`src/rtl/rsa_pkg.sv`:
```
// rsa_pkg: shared RSA constants, decrypt FSM states and the decrypt latency formula.
package rsa_pkg;

    localparam int RSA_W     = 6;
    localparam int RSA_AW    = 3;
    localparam int RSA_N     = 33;
    localparam int RSA_D     = 3;
    localparam int RSA_E     = 7;
    localparam int RSA_EXP_W = 5;

    typedef enum logic [2:0] {
        S_IDLE,
        S_LOAD,
        S_CHECK,
        S_SQR,
        S_MUL,
        S_RANGE,
        S_DONE
    } state_e;

    // Cycles from the accepting edge to d_d for a full exponentiation.
    function automatic int rsa_latency(input int w, input int exp_w, input int d);
        int ones;
        ones = 0;
        for (int i = 0; i < exp_w; i++) ones += (d >> i) & 1;
        return 2 + (w + 1) * (exp_w + ones);
    endfunction

endpackage

```
`src/rtl/rsa_modmul.sv`:
```
// rsa_modmul: interleaved shift-add modular multiplier, one start cycle plus W iterations.
module rsa_modmul #(
    parameter int W = 6,
    parameter int N = 33
) (
    input  logic         clk,
    input  logic         rst,
    input  logic         start,
    input  logic [W-1:0] a,
    input  logic [W-1:0] b,
    output logic         busy,
    output logic         done,
    output logic [W-1:0] p
);

    localparam int CW = $clog2(W + 1);
    localparam logic [W+1:0] NX = (W + 2)'(N);

    logic [W+1:0] acc_q, acc_d, t, t1, t2;
    logic [W-1:0] a_q, a_d, b_q, b_d;
    logic [CW-1:0] cnt_q, cnt_d;
    logic busy_q, busy_d;

    // Both operands stay below N, so two conditional subtractions restore acc < N.
    always_comb begin
        t      = {acc_q[W:0], 1'b0} + (a_q[W-1] ? {2'b00, b_q} : '0);
        t1     = (t >= NX) ? t - NX : t;
        t2     = (t1 >= NX) ? t1 - NX : t1;
        acc_d  = acc_q;
        a_d    = a_q;
        b_d    = b_q;
        cnt_d  = cnt_q;
        busy_d = busy_q;
        if (start) begin
            acc_d  = '0;
            a_d    = a;
            b_d    = b;
            cnt_d  = CW'(W);
            busy_d = 1'b1;
        end else if (busy_q) begin
            acc_d  = t2;
            a_d    = a_q << 1;
            cnt_d  = cnt_q - 1'b1;
            busy_d = cnt_q != CW'(1);
        end
    end

    always_ff @(posedge clk or posedge rst) begin
        if (rst) begin
            acc_q  <= '0;
            a_q    <= '0;
            b_q    <= '0;
            cnt_q  <= '0;
            busy_q <= 1'b0;
        end else begin
            acc_q  <= acc_d;
            a_q    <= a_d;
            b_q    <= b_d;
            cnt_q  <= cnt_d;
            busy_q <= busy_d;
        end
    end

    assign busy = busy_q;
    assign done = busy_q && cnt_q == CW'(1);
    assign p    = t2[W-1:0];

endmodule

```
`src/rtl/rsa_decrypt_core.sv`:
```
// rsa_decrypt_core: buffered RSA decryption pt = ct^D mod N by left-to-right square-and-multiply.
// RSA_DEC_RANGE_CHECK_EN: reject ct >= N with err instead of reducing it once.
module rsa_decrypt_core
    import rsa_pkg::*;
#(
    parameter int W     = RSA_W,
    parameter int AW    = RSA_AW,
    parameter int N     = RSA_N,
    parameter int D     = RSA_D,
    parameter int EXP_W = RSA_EXP_W
) (
    input  logic          clk,
    input  logic          rst,
    input  logic          ct_wren,
    input  logic [AW-1:0] ct_wraddr,
    input  logic [W-1:0]  ct_in,
    input  logic          ds,
    input  logic [AW-1:0] rdaddr1,
    output logic [W-1:0]  pt_org,
    output logic          d_d,
    output logic          busy,
    output logic          err
);

    localparam int IW = (EXP_W > 1) ? $clog2(EXP_W) : 1;
    localparam logic [W-1:0] N_W = W'(N);
    localparam logic [EXP_W-1:0] D_B = EXP_W'(D);

    state_e state_q, state_d;
    logic [W-1:0] buf_q [2**AW];
    logic [W-1:0] buf_d [2**AW];
    logic [AW-1:0] addr_q, addr_d;
    logic [W-1:0] c_q, c_d, res_q, res_d, pt_q, pt_d;
    logic [IW-1:0] idx_q, idx_d;
    logic mm_start, mm_busy, mm_done;
    logic [W-1:0] mm_b, mm_p;
`ifdef RSA_DEC_RANGE_CHECK_EN
    logic err_q, err_d;
`endif

    rsa_modmul #(.W(W), .N(N)) u_mm (
        .clk   (clk),
        .rst   (rst),
        .start (mm_start),
        .a     (res_q),
        .b     (mm_b),
        .busy  (mm_busy),
        .done  (mm_done),
        .p     (mm_p)
    );

    always_comb begin
        state_d  = state_q;
        buf_d    = buf_q;
        addr_d   = addr_q;
        c_d      = c_q;
        res_d    = res_q;
        idx_d    = idx_q;
        pt_d     = pt_q;
        mm_start = 1'b0;
        mm_b     = (state_q == S_MUL) ? c_q : res_q;
`ifdef RSA_DEC_RANGE_CHECK_EN
        err_d    = 1'b0;
`endif
        if (ct_wren) buf_d[ct_wraddr] = ct_in;
        case (state_q)
            S_IDLE: begin
                if (ds) begin
                    state_d = S_LOAD;
                    addr_d  = rdaddr1;
                end
            end
            S_LOAD: begin
                c_d     = buf_q[addr_q];
                res_d   = W'(1);
                idx_d   = IW'(EXP_W - 1);
                state_d = S_CHECK;
            end
            S_CHECK: begin
`ifdef RSA_DEC_RANGE_CHECK_EN
                state_d = (c_q >= N_W) ? S_RANGE : S_SQR;
`else
                c_d     = (c_q >= N_W) ? c_q - N_W : c_q;
                state_d = S_SQR;
`endif
            end
`ifdef RSA_DEC_RANGE_CHECK_EN
            S_RANGE: begin
                pt_d    = '0;
                err_d   = 1'b1;
                state_d = S_DONE;
            end
`endif
            S_SQR, S_MUL: begin
                // The multiplier is idle only in the first cycle of each operation.
                mm_start = !mm_busy;
                if (mm_done) begin
                    res_d = mm_p;
                    if (state_q == S_SQR && D_B[idx_q]) begin
                        state_d = S_MUL;
                    end else begin
                        state_d = (idx_q == '0) ? S_DONE : S_SQR;
                        pt_d    = (idx_q == '0) ? mm_p : pt_q;
                        idx_d   = idx_q - 1'b1;
                    end
                end
            end
            S_DONE:  state_d = S_IDLE;
            default: state_d = S_IDLE;
        endcase
    end

    always_ff @(posedge clk or posedge rst) begin
        if (rst) begin
            state_q <= S_IDLE;
            buf_q   <= '{default: '0};
            addr_q  <= '0;
            c_q     <= '0;
            res_q   <= '0;
            idx_q   <= '0;
            pt_q    <= '0;
`ifdef RSA_DEC_RANGE_CHECK_EN
            err_q   <= 1'b0;
`endif
        end else begin
            state_q <= state_d;
            buf_q   <= buf_d;
            addr_q  <= addr_d;
            c_q     <= c_d;
            res_q   <= res_d;
            idx_q   <= idx_d;
            pt_q    <= pt_d;
`ifdef RSA_DEC_RANGE_CHECK_EN
            err_q   <= err_d;
`endif
        end
    end

    assign pt_org = pt_q;
    assign d_d    = state_q == S_DONE;
    assign busy   = state_q != S_IDLE;
`ifdef RSA_DEC_RANGE_CHECK_EN
    assign err    = err_q;
`else
    assign err    = 1'b0;
`endif

endmodule

```
`config.mk`:
```
export PLATFORM = sky130hd
export DESIGN_NAME = rsa_decrypt_core
export DESIGN_NICKNAME = d
export VERILOG_FILES = /design/src/rtl/rsa_pkg.sv /design/src/rtl/rsa_modmul.sv /design/src/rtl/rsa_decrypt_core.sv
export SDC_FILE = /design/constraint.sdc
export NUM_CORES = 1
export LEC_CHECK = 0
export BUFFER_PORTS_ARGS = -buffer_cell sky130_fd_sc_hd__buf_2
export CORE_AREA = 2 2 113 115
export DETAILED_ROUTE_END_ITERATION = 12
export DIE_AREA = 0 0 115 117
export GPL_TIMING_DRIVEN = 0
export PLACE_DENSITY_LB_ADDON = 0.15
export SLEW_MARGIN = 20
export SYNTH_ARGS = -nofsm -noshare
export SYNTH_HDL_FRONTEND = slang
export SYNTH_SLANG_ARGS = --single-unit
```
`constraint.sdc`:
```
create_clock -name clk -period 5.2 [get_ports clk]
set_input_delay 1.3 -clock clk [delete_from_list [all_inputs] [get_ports clk]]
set_output_delay 1.3 -clock clk [all_outputs]
set_load 0.05 [all_outputs]
```
==> results list, run 1 <==
- In the routed design, unresolved DRC markers number 0.
* Via count: 3868
- The multi-input combinational cells in the finished layout cover a total of 0.00283 mm².
* Number of global-route vias before repair: 3819
- Number of synthesized register bits: ~100
- Across the whole layout, storage elements account for 0.00245 mm².
- In this run, the number of DRC markers left after iteration 0 of detailed routing was 186.
* Gate count after technology mapping: between 400 and 500
* Setup crit end kind: flop
* Maximum net fanout on the critical path: 9
- Entering global routing, the biggest net connects 63 pins.
- The worst path in the final design needs a cycle of ~4.6 ns, including I/O delays and setup.
* Total negative slack for setup checks: 0 ns
- Static timing analysis puts the maximum clock frequency at between 0.2 and 0.25 GHz.
- Count of flip-flops with a built-in enable after synthesis: 0
- Port Buffers: 20
* Cell area after synthesis: 0.00544 mm²
- Clock insertion delay at the later pin of the skew report: 0.34 ns
- Final instance count without filler cells: 685
- Antenna violations before repair: 0
- FFs w/ async S/R, synth: 100%
- Core ar.: roughly 0.012 mm²
- The detail route stage leaves a number of antenna-violating nets equal to 0.
* Setup Viol. Count Final: 0
- The floorplan step set the die width to 115 µm.
- Traced cell by cell, the critical path runs through and2_1, ha_1, inv_1, fa_1, xor2_2, nand3_1, a21o_1, a22o_4, or2_2, o21ai_0, ha_1, inv_1, nor4_2, a211oi_1, xnor2_1, mux2i_1.
* Number of buffers and inverters on the critical path: 2
- In this run the number of cells on the critical path is 16.
- Initial cell density of the core: 44.1%
* Count of antenna diodes in the layout: 0
- Buffers from clock root to sink, at most: 2
- At the pin with the least slew margin, the transition time is 1.13 ns.
- On the final layout, the worst clock skew is 0.00730 ns.
- For this run, the leading register cell type out of synthesis is sky130_fd_sc_hd__dfrtp_1.
- When the netlist entered floorplanning its net count stood at 530.
* Hold-fix buffer count after cts: 0
* Routed length per placed instance: 16.9 µm
- The clock tree synthesis step divided the H-tree into 3 levels.
* Sum of routed wire length over all layers: 11600 µm
- The first global-routing pass estimated 19300 µm of wire.
* Clock root buffer: sky130_fd_sc_hd__clkbuf_16
- RSZ-0062 raised after global routing: false
- Slew HR: about a quarter
* Overall global routing resource usage: about a fifth
- TritonCTS built the clock tree.
- Max-capacitance violation count: 0
* Number of library cell types mapped by synthesis: 65
- Number of cells in the design after placement: about 670
* NumNets Final: 562
- Final weighted congestion in routability-driven placement: 0.818
- Post-CTS Resized: 0
- IR analysis of the VDD net gives a maximum drop of around 210 µV.
* Number of pins with negative max-slew slack in the final report: 0
* Arrival time of data at the critical path endpoint: 4.83 ns
- The flow ran to the end, and the final reports show no timing, DRC or antenna violations.
- STA classifies the critical path startpoint as a flop.
- Largest stage delay, worst path: 0.47 ns
* Hold depth: 2
- The total overflow left after global routing is 0.
- Sequential cells were found to cover between 40% and 50% of the synthesized design area.
- STA puts the critical path data required time at 5.40 ns.
- The worst register-to-register path has a depth of 16.
* Final Hold Viols: 0
* Clock-pin slew on the worst setup and hold paths: roughly 0.070 ns
- In this run the most critical hold path is launched from u_mm.a_q[0].
- The final critical path takes up 89.0% of the cycle.
* Post-CTS setup buffer count: 0
* Fraction of layout instances using a drive strength above 1: about 23%
* Clock buffers created by TritonCTS: 9
- CTS saw between 90 and 100 sinks.
- Area enclosed by the die boundary: 0.0135 mm²
- Via-per-instance ratio: 5.65
* Height of the die: 117 µm
- During synthesis, Yosys emitted a total of 0 warnings.
- Row generation in the floorplan step produced 41 rows.
- Detailed placement ended at an HPWL of 8400 µm.
* Launch instance of the worst register-to-register path: u_mm.a_q[5]
- Largest delay contributor family on the critical path: compound AO/OA/AOI/OAI gates
* Filler cells: 1131
* Worst path slowest cell: sky130_fd_sc_hd__dfrtp_1
- Setup Crit Path Kind: flop to flop
- For this run, the detailed router's first-pass iteration total came to 4.
- A synthesized cell averages around 11 µm².
- The tightest min-delay check is of the flop to flop type.
- Count of boundary I/O pins: 25
- Static power due to leakage: 0.00265 µW
* Placement-stage worst setup slack: 0.638 ns
* CP startpoint: u_mm.a_q[5]
- After layout, the worst setup slack is ~0.57 ns.
- Power density of the placed cells: 455 mW/mm²
- From synthesis to final layout, the design area changed by 11.3%.
==> placed cells by master (no fill, tap or decap), types with 3 or more instances in the layout <==
cell / instances
sky130_fd_sc_hd__nand2b_1: 8
sky130_fd_sc_hd__o211ai_1: 3
sky130_fd_sc_hd__nand2_1: 54
sky130_fd_sc_hd__o21ai_0: 26
sky130_fd_sc_hd__a211o_1: 3
sky130_fd_sc_hd__mux2i_1: 14
sky130_fd_sc_hd__a21o_1: 5
sky130_fd_sc_hd__nor2_1: 29
sky130_fd_sc_hd__buf_2: 20
sky130_fd_sc_hd__a31oi_1: 7
sky130_fd_sc_hd__clkbuf_16: 9
sky130_fd_sc_hd__o22ai_1: 3
sky130_fd_sc_hd__a211oi_1: 4
sky130_fd_sc_hd__ha_1: 15
sky130_fd_sc_hd__clkbuf_8: 3
sky130_fd_sc_hd__o21a_1: 4
sky130_fd_sc_hd__nand3_1: 5
sky130_fd_sc_hd__mux4_2: 12
sky130_fd_sc_hd__a21oi_2: 4
sky130_fd_sc_hd__mux2_2: 55
sky130_fd_sc_hd__and3_1: 3
sky130_fd_sc_hd__or2_2: 5
sky130_fd_sc_hd__inv_1: 22
sky130_fd_sc_hd__a32o_1: 3
sky130_fd_sc_hd__clkbuf_1: 18
sky130_fd_sc_hd__and2_1: 8
sky130_fd_sc_hd__buf_1: 3
sky130_fd_sc_hd__dfrtp_1: 98
sky130_fd_sc_hd__nand4b_1: 3
sky130_fd_sc_hd__a21oi_1: 16
sky130_fd_sc_hd__nor3_1: 11
sky130_fd_sc_hd__xnor2_1: 9
sky130_fd_sc_hd__or3_1: 3
sky130_fd_sc_hd__nor2b_1: 6
==> Yosys cell counts (all sizes together), types with 7 or more instances <==
| library cell | count | share of area, % |
|---|---|---|
| dfrtp | 98 | 45 |
| mux2 | 56 | 12 |
| nand2 | 54 | 3.7 |
| nor2 | 29 | 2.0 |
| o21ai | 27 | 2.5 |
| inv | 23 | 1.6 |
| a21oi | 20 | 2.1 |
| clkbuf | 15 | 1.0 |
| ha | 15 | 3.5 |
| mux2i | 14 | 2.6 |
| mux4 | 12 | 5.0 |
| nor3 | 12 | 1.1 |
| xnor2 | 10 | 1.7 |
| and2 | 8 | 0.92 |
| nand2b | 8 | 0.92 |
| a31oi | 7 | 0.81 |
==> through the flow <==
stage	instance area (µm²)	power, µW	util (%)	hold slack, ns
floorplan	5440	1870	-	0.449
global placement	5720	2100	46.5	0.465
detailed placement	5760	2130	46.8	0.471
CTS	6050	2780	49.1	0.484
global route	6050	2940	49.1	0.507
finish	6050	2750	49.1	0.482
==> layer usage <==
layer	wire, µm	up-vias	part of all wire (%)	track usage (%)
li1	-	1870	-	-
met1	5400	1928	47	24.0
met2	5650	53	49	31.7
met3	327	17	2.8	3.86
met4	199	0	1.7	6.10
met5	0	-	0	0
==> area by class of cell <==
type / count / share of cell area, %
clock buffers: 15 / 4.59
multi-input cells: 358 / 46.8
inverters: 23 / 1.51
well taps: 150 / 3.10
clock inverters: 1 / 0.124
repair buffers: 21 / 2.11
plain buffers: 19 / 1.24
flip-flops and latches: 98 / 40.5
==> state kept, by name (all words and copies together) (netlist names) <==
| name | flops |
|---|---|
| buf_q | 48 |
| u_mm.acc_q | 7 |
| c_q | 6 |
| pt_org | 6 |
| res_q | 6 |
| u_mm.a_q | 6 |
| u_mm.b_q | 6 |
| addr_q | 3 |
| idx_q | 3 |
| state_q | 3 |
| u_mm.cnt_q | 3 |
| u_mm.busy | 1 |
==> kinds of logic after synthesis <==
logic type	synth area share (%)
simple gates	12.8
flops	45.1
mux	19.2
buf+inv	2.97
xor+xnor	2.62
other cells	0.0690
fa+ha+maj	3.82
compound gates	13.4
==> tightest hold or removal path, stage by stage (launching register included) <==
cell                      delay, ns
sky130_fd_sc_hd__dfrtp_1       0.34
sky130_fd_sc_hd__nand2_1       0.05
sky130_fd_sc_hd__o21ai_0       0.06
==> worst paths after layout <==
kind | slack (ns) | end
setup / recovery | 0.57 | u_mm.acc_q[2]
hold / removal | 0.48 | u_mm.a_q[1]
setup reg to reg | 0.57 | u_mm.acc_q[2]
hold reg to reg | 0.48 | u_mm.a_q[1]
min in group asynchronous | 0.94 | state_q[0]
max in group asynchronous | 3.65 | buf_q[16]
==> power breakdown <==
| group | internal (µW) | leakage [µW] | switching, µW | total, µW |
|---|---|---|---|---|
| clock network | 364 | 0.000136 | 271 | 636 |
| registers | 912 | 0.00123 | 92.9 | 1000 |
| logic | 503 | 0.00129 | 610 | 1110 |
(Power assumes the default switching activity.)
==> run 2: changes to the inputs <==
Settings changed: CORE_AREA 2 2 113 115 to 2 2 97 99, DIE_AREA 0 0 115 117 to 0 0 99 101.
==> results list, run 2 (same netlist as run 1, synthesis figures left out) <==
- The clock buffer count from CTS is 9 (unchanged).
* Std cell rows: 35 (-15%)
* Port Buffers: 20 (unchanged)
- The clock-pin slew on the worst setup and hold paths came to 0.10 ns (+0.03 ns).
* Buffers from clock root to sink, at most: 2 (unchanged)
- Tcrit/Tclk final: 91.6% (+2.6 points)
- The placed instance area came to 0.00572 mm² (-0.76%).
* Antenna violations before repair: 0 (unchanged)
- The critical path arrival was 5.07 ns (+0.24 ns).
- The number of flip-flops in the largest register is 48 (unchanged).
* Most flops, register: buf_q
- The proportion of total power due to net switching was 37.8% (+2.4 points).
* Detailed-routed wire length on met3: 316 µm (-3.4%)
* Hold Path Class: flop to flop
- The count of endpoints failing setup in the final report was 0 (unchanged).
* Number of cells in the design after placement: 630 (-5.8%)
- The net switching component of the power was 1000 µW (+3.1%).
* Highest signal layer in the routed design: met4
- Total negative slack for setup checks: 0 ns (unchanged)
- STA classifies the critical path startpoint as a flop.
- The full die area was 0.0100 mm² (-26%).
- Number of violations reported at the end of detailed-routing iteration 0: 134 (-28%)
* Worst path slowest cell: sky130_fd_sc_hd__dfrtp_1
- Area growth from synthesis to final layout: 9.25%
- The clock sink count was 98 (unchanged).
- Die boundary width: 99 µm (-14%)
- Final instance area: 0.00594 mm² (-1.9%)
- Setup crit end kind: flop
- The max-slew violation total from the final report came to 0 (unchanged).
- Largest stage delay, worst path: 0.49 ns (+0.02 ns)
- Via-per-instance ratio: 5.95 (+5.3%)
- The maximum achievable frequency came to 0.210 GHz (-2.8%).
- Via count: 3842 (-0.67%)
- The fraction of final layout cells with drive strength greater than 1 is 23.7% (+0.93 points).
* RSZ-0062 raised after global routing: false
- The clock skew was 0.0126 ns (+0.00535 ns).
* Power density of the placed cells: 448 mW/mm² (-1.6%)
* Clock root buffer: sky130_fd_sc_hd__clkbuf_8
- The remaining max-slew budget at the tightest pin was 41.8% (+18 points).
* Placed wire-length estimate after detailed placement: 8280 µm (-1.3%)
- The die extent in y came to 101 µm (-14%).
- The global routing usage summed across all routing layers came to 24.9% (+6.3 points).
- The part of the total power dissipated in combinational logic was 42.8% (+2.4 points).
- Setup Crit Path Kind: flop to flop
- Number of global-route vias before repair: 3989 (+4.5%)
- Routed length on met2: 5670 µm (+0.30%)
- Filler cells: 708 (-37%)
- Met1 Wirelength: 5100 µm (-5.6%)
- Grt total ovfl: 0 (unchanged)
* Final Hold Viols: 0 (unchanged)
- The post-layout total power came to 2660 µW (-3.4%).
- The count of instances resized after the clock tree is built is 0 (unchanged).
- The clock period minus final worst setup slack came to 4.76 ns (+0.133 ns).
- The routed length per placed instance was 17.5 µm (+3.8%).
* Area of the multi-input gates: 0.00284 mm² (+0.35%)
- Count of boundary I/O pins: 25 (unchanged)
- TritonCTS built the clock tree.
- The number of remaining DRC errors is 0 (unchanged).
- Sequence of cells on the critical path: and2_1, ha_1, inv_1, fa_1, xor2_2, nand3_1, a21o_1, a22o_4, or2_2, o21ai_0, ha_1, inv_1, nor4_2, a211oi_1, xnor2_1, mux2_2
- The H-tree depth was 3 (unchanged).
- Internal power: 1650 µW (-7.0%)
- Core ar.: 0.00898 mm² (-27%)
- The post-CTS repair timing setup buffer count was 0 (unchanged).
* Measured slew at the worst slew-check pin: 0.872 ns (-0.262 ns)
- Critical path required time: 5.51 ns (+0.11 ns)
- Share of power burned in the clock network: 19.5% (-3.6 points)
- Post-route antenna net violation count: 0 (unchanged)
- Most frequent cells in the layout: 98 x sky130_fd_sc_hd__dfrtp_1, 55 x sky130_fd_sc_hd__mux2_2, 54 x sky130_fd_sc_hd__nand2_1, 29 x sky130_fd_sc_hd__nor2_1, 26 x sky130_fd_sc_hd__o21ai_0
- The top fanout value on the critical path came to 9 (unchanged).
* Clock insertion delay at the later pin of the skew report: 0.36 ns (+0.02 ns)
- The sequential power share came to 37.7% (+1.2 points).
- Largest registers in the final layout: buf_q x48, u_mm.acc_q x7
- The sequential cell area in the final layout is 0.00245 mm² (unchanged).
- Global-route wire length before repair: 19700 µm (+1.9%)
- The maximum number of pins on one net before global-route repair came to 77 (+22%).
- The effective utilization at floorplan was 60.5% (+16 points).
- Sum of routed wire length over all layers: 11300 µm (-2.2%)
* Final instance count without filler cells: 646 (-5.7%)
- The iteration count of the initial detailed-routing pass came to 4 (unchanged).
- The number of max-cap violations is 0 (unchanged).
- The global placement routability congestion came to 0.863 (+5.5%).
- The static leakage is 0.00262 µW (-1.2%).
- NumNets Final: 562 (unchanged)
- Result of the run: completed
- The hold buffer count at CTS was 0 (unchanged).
* IR Drop Worst-Case VDD: 211 µV (-1.2%)
* Final core utilization: 66.1% (+17 points)
- Leaving out fill and tap cells, the most frequent cell in the layout is sky130_fd_sc_hd__dfrtp_1.
* Count of antenna diodes in the layout: 0 (unchanged)
## run 2: layout make-up
| type | instances | share of cell area, % |
|---|---|---|
| Buffer | 19 | 1.26 |
| Clock buffer | 10 | 2.32 |
| Clock inverter | 6 | 1.24 |
| Inverter | 23 | 1.54 |
| Multi-Input combinational cell | 358 | 47.9 |
| Sequential cell | 98 | 41.3 |
| Tap cell | 111 | 2.34 |
| Timing Repair Buffer | 21 | 2.15 |
## run 2: final timing paths
kind,to,cells after the start,from,slack [ns]
worst min-delay path,u_mm.a_q[3],2,u_mm.a_q[2],0.48
max in group asynchronous,buf_q[47],3,rst,3.70
worst max-delay path,pt_org[3],16,u_mm.a_q[5],0.44
worst min register to register,u_mm.a_q[3],2,u_mm.a_q[2],0.48
worst max register to register,pt_org[3],16,u_mm.a_q[5],0.44
min in group asynchronous,idx_q[2],2,rst,0.86
## run 2: power by group through the flow
stage | registers [µW] | logic, µW | clock network (µW)
CTS | 1000 | 1130 | 527
global placement | 1010 | 1070 | 0
finish | 1000 | 1140 | 519
detailed placement | 1020 | 1130 | 0
floorplan | 986 | 882 | 0
global route | 1020 | 1240 | 562
## run 2: worst max-delay path, delay by kind of cell, from the launching register on
| family | cells | cell delay, ns |
|---|---|---|
| buf+inv | 2 | 0.16 |
| fa+ha+maj | 3 | 0.85 |
| simple gates | 4 | 1.05 |
| mux | 1 | 0.26 |
| compound gates | 4 | 1.04 |
| flops | 1 | 0.49 |
| xor+xnor | 2 | 0.85 |
## run 2: metrics by stage
stage	hold slack (ns)	worst slack (ns)
5_1_grt	0.520	0.223
3_5_place_dp	0.475	0.519
6_report	0.484	0.436
4_1_cts	0.485	0.518
2_1_floorplan	0.449	1.28
3_3_place_gp	0.459	0.305
## run 2: per-layer routing
layer,global-route usage (%),up-vias
li1,-,1854
met1,32.3,1894
met2,43.1,71
met3,3.68,23
met4,8.54,0
met5,0,-
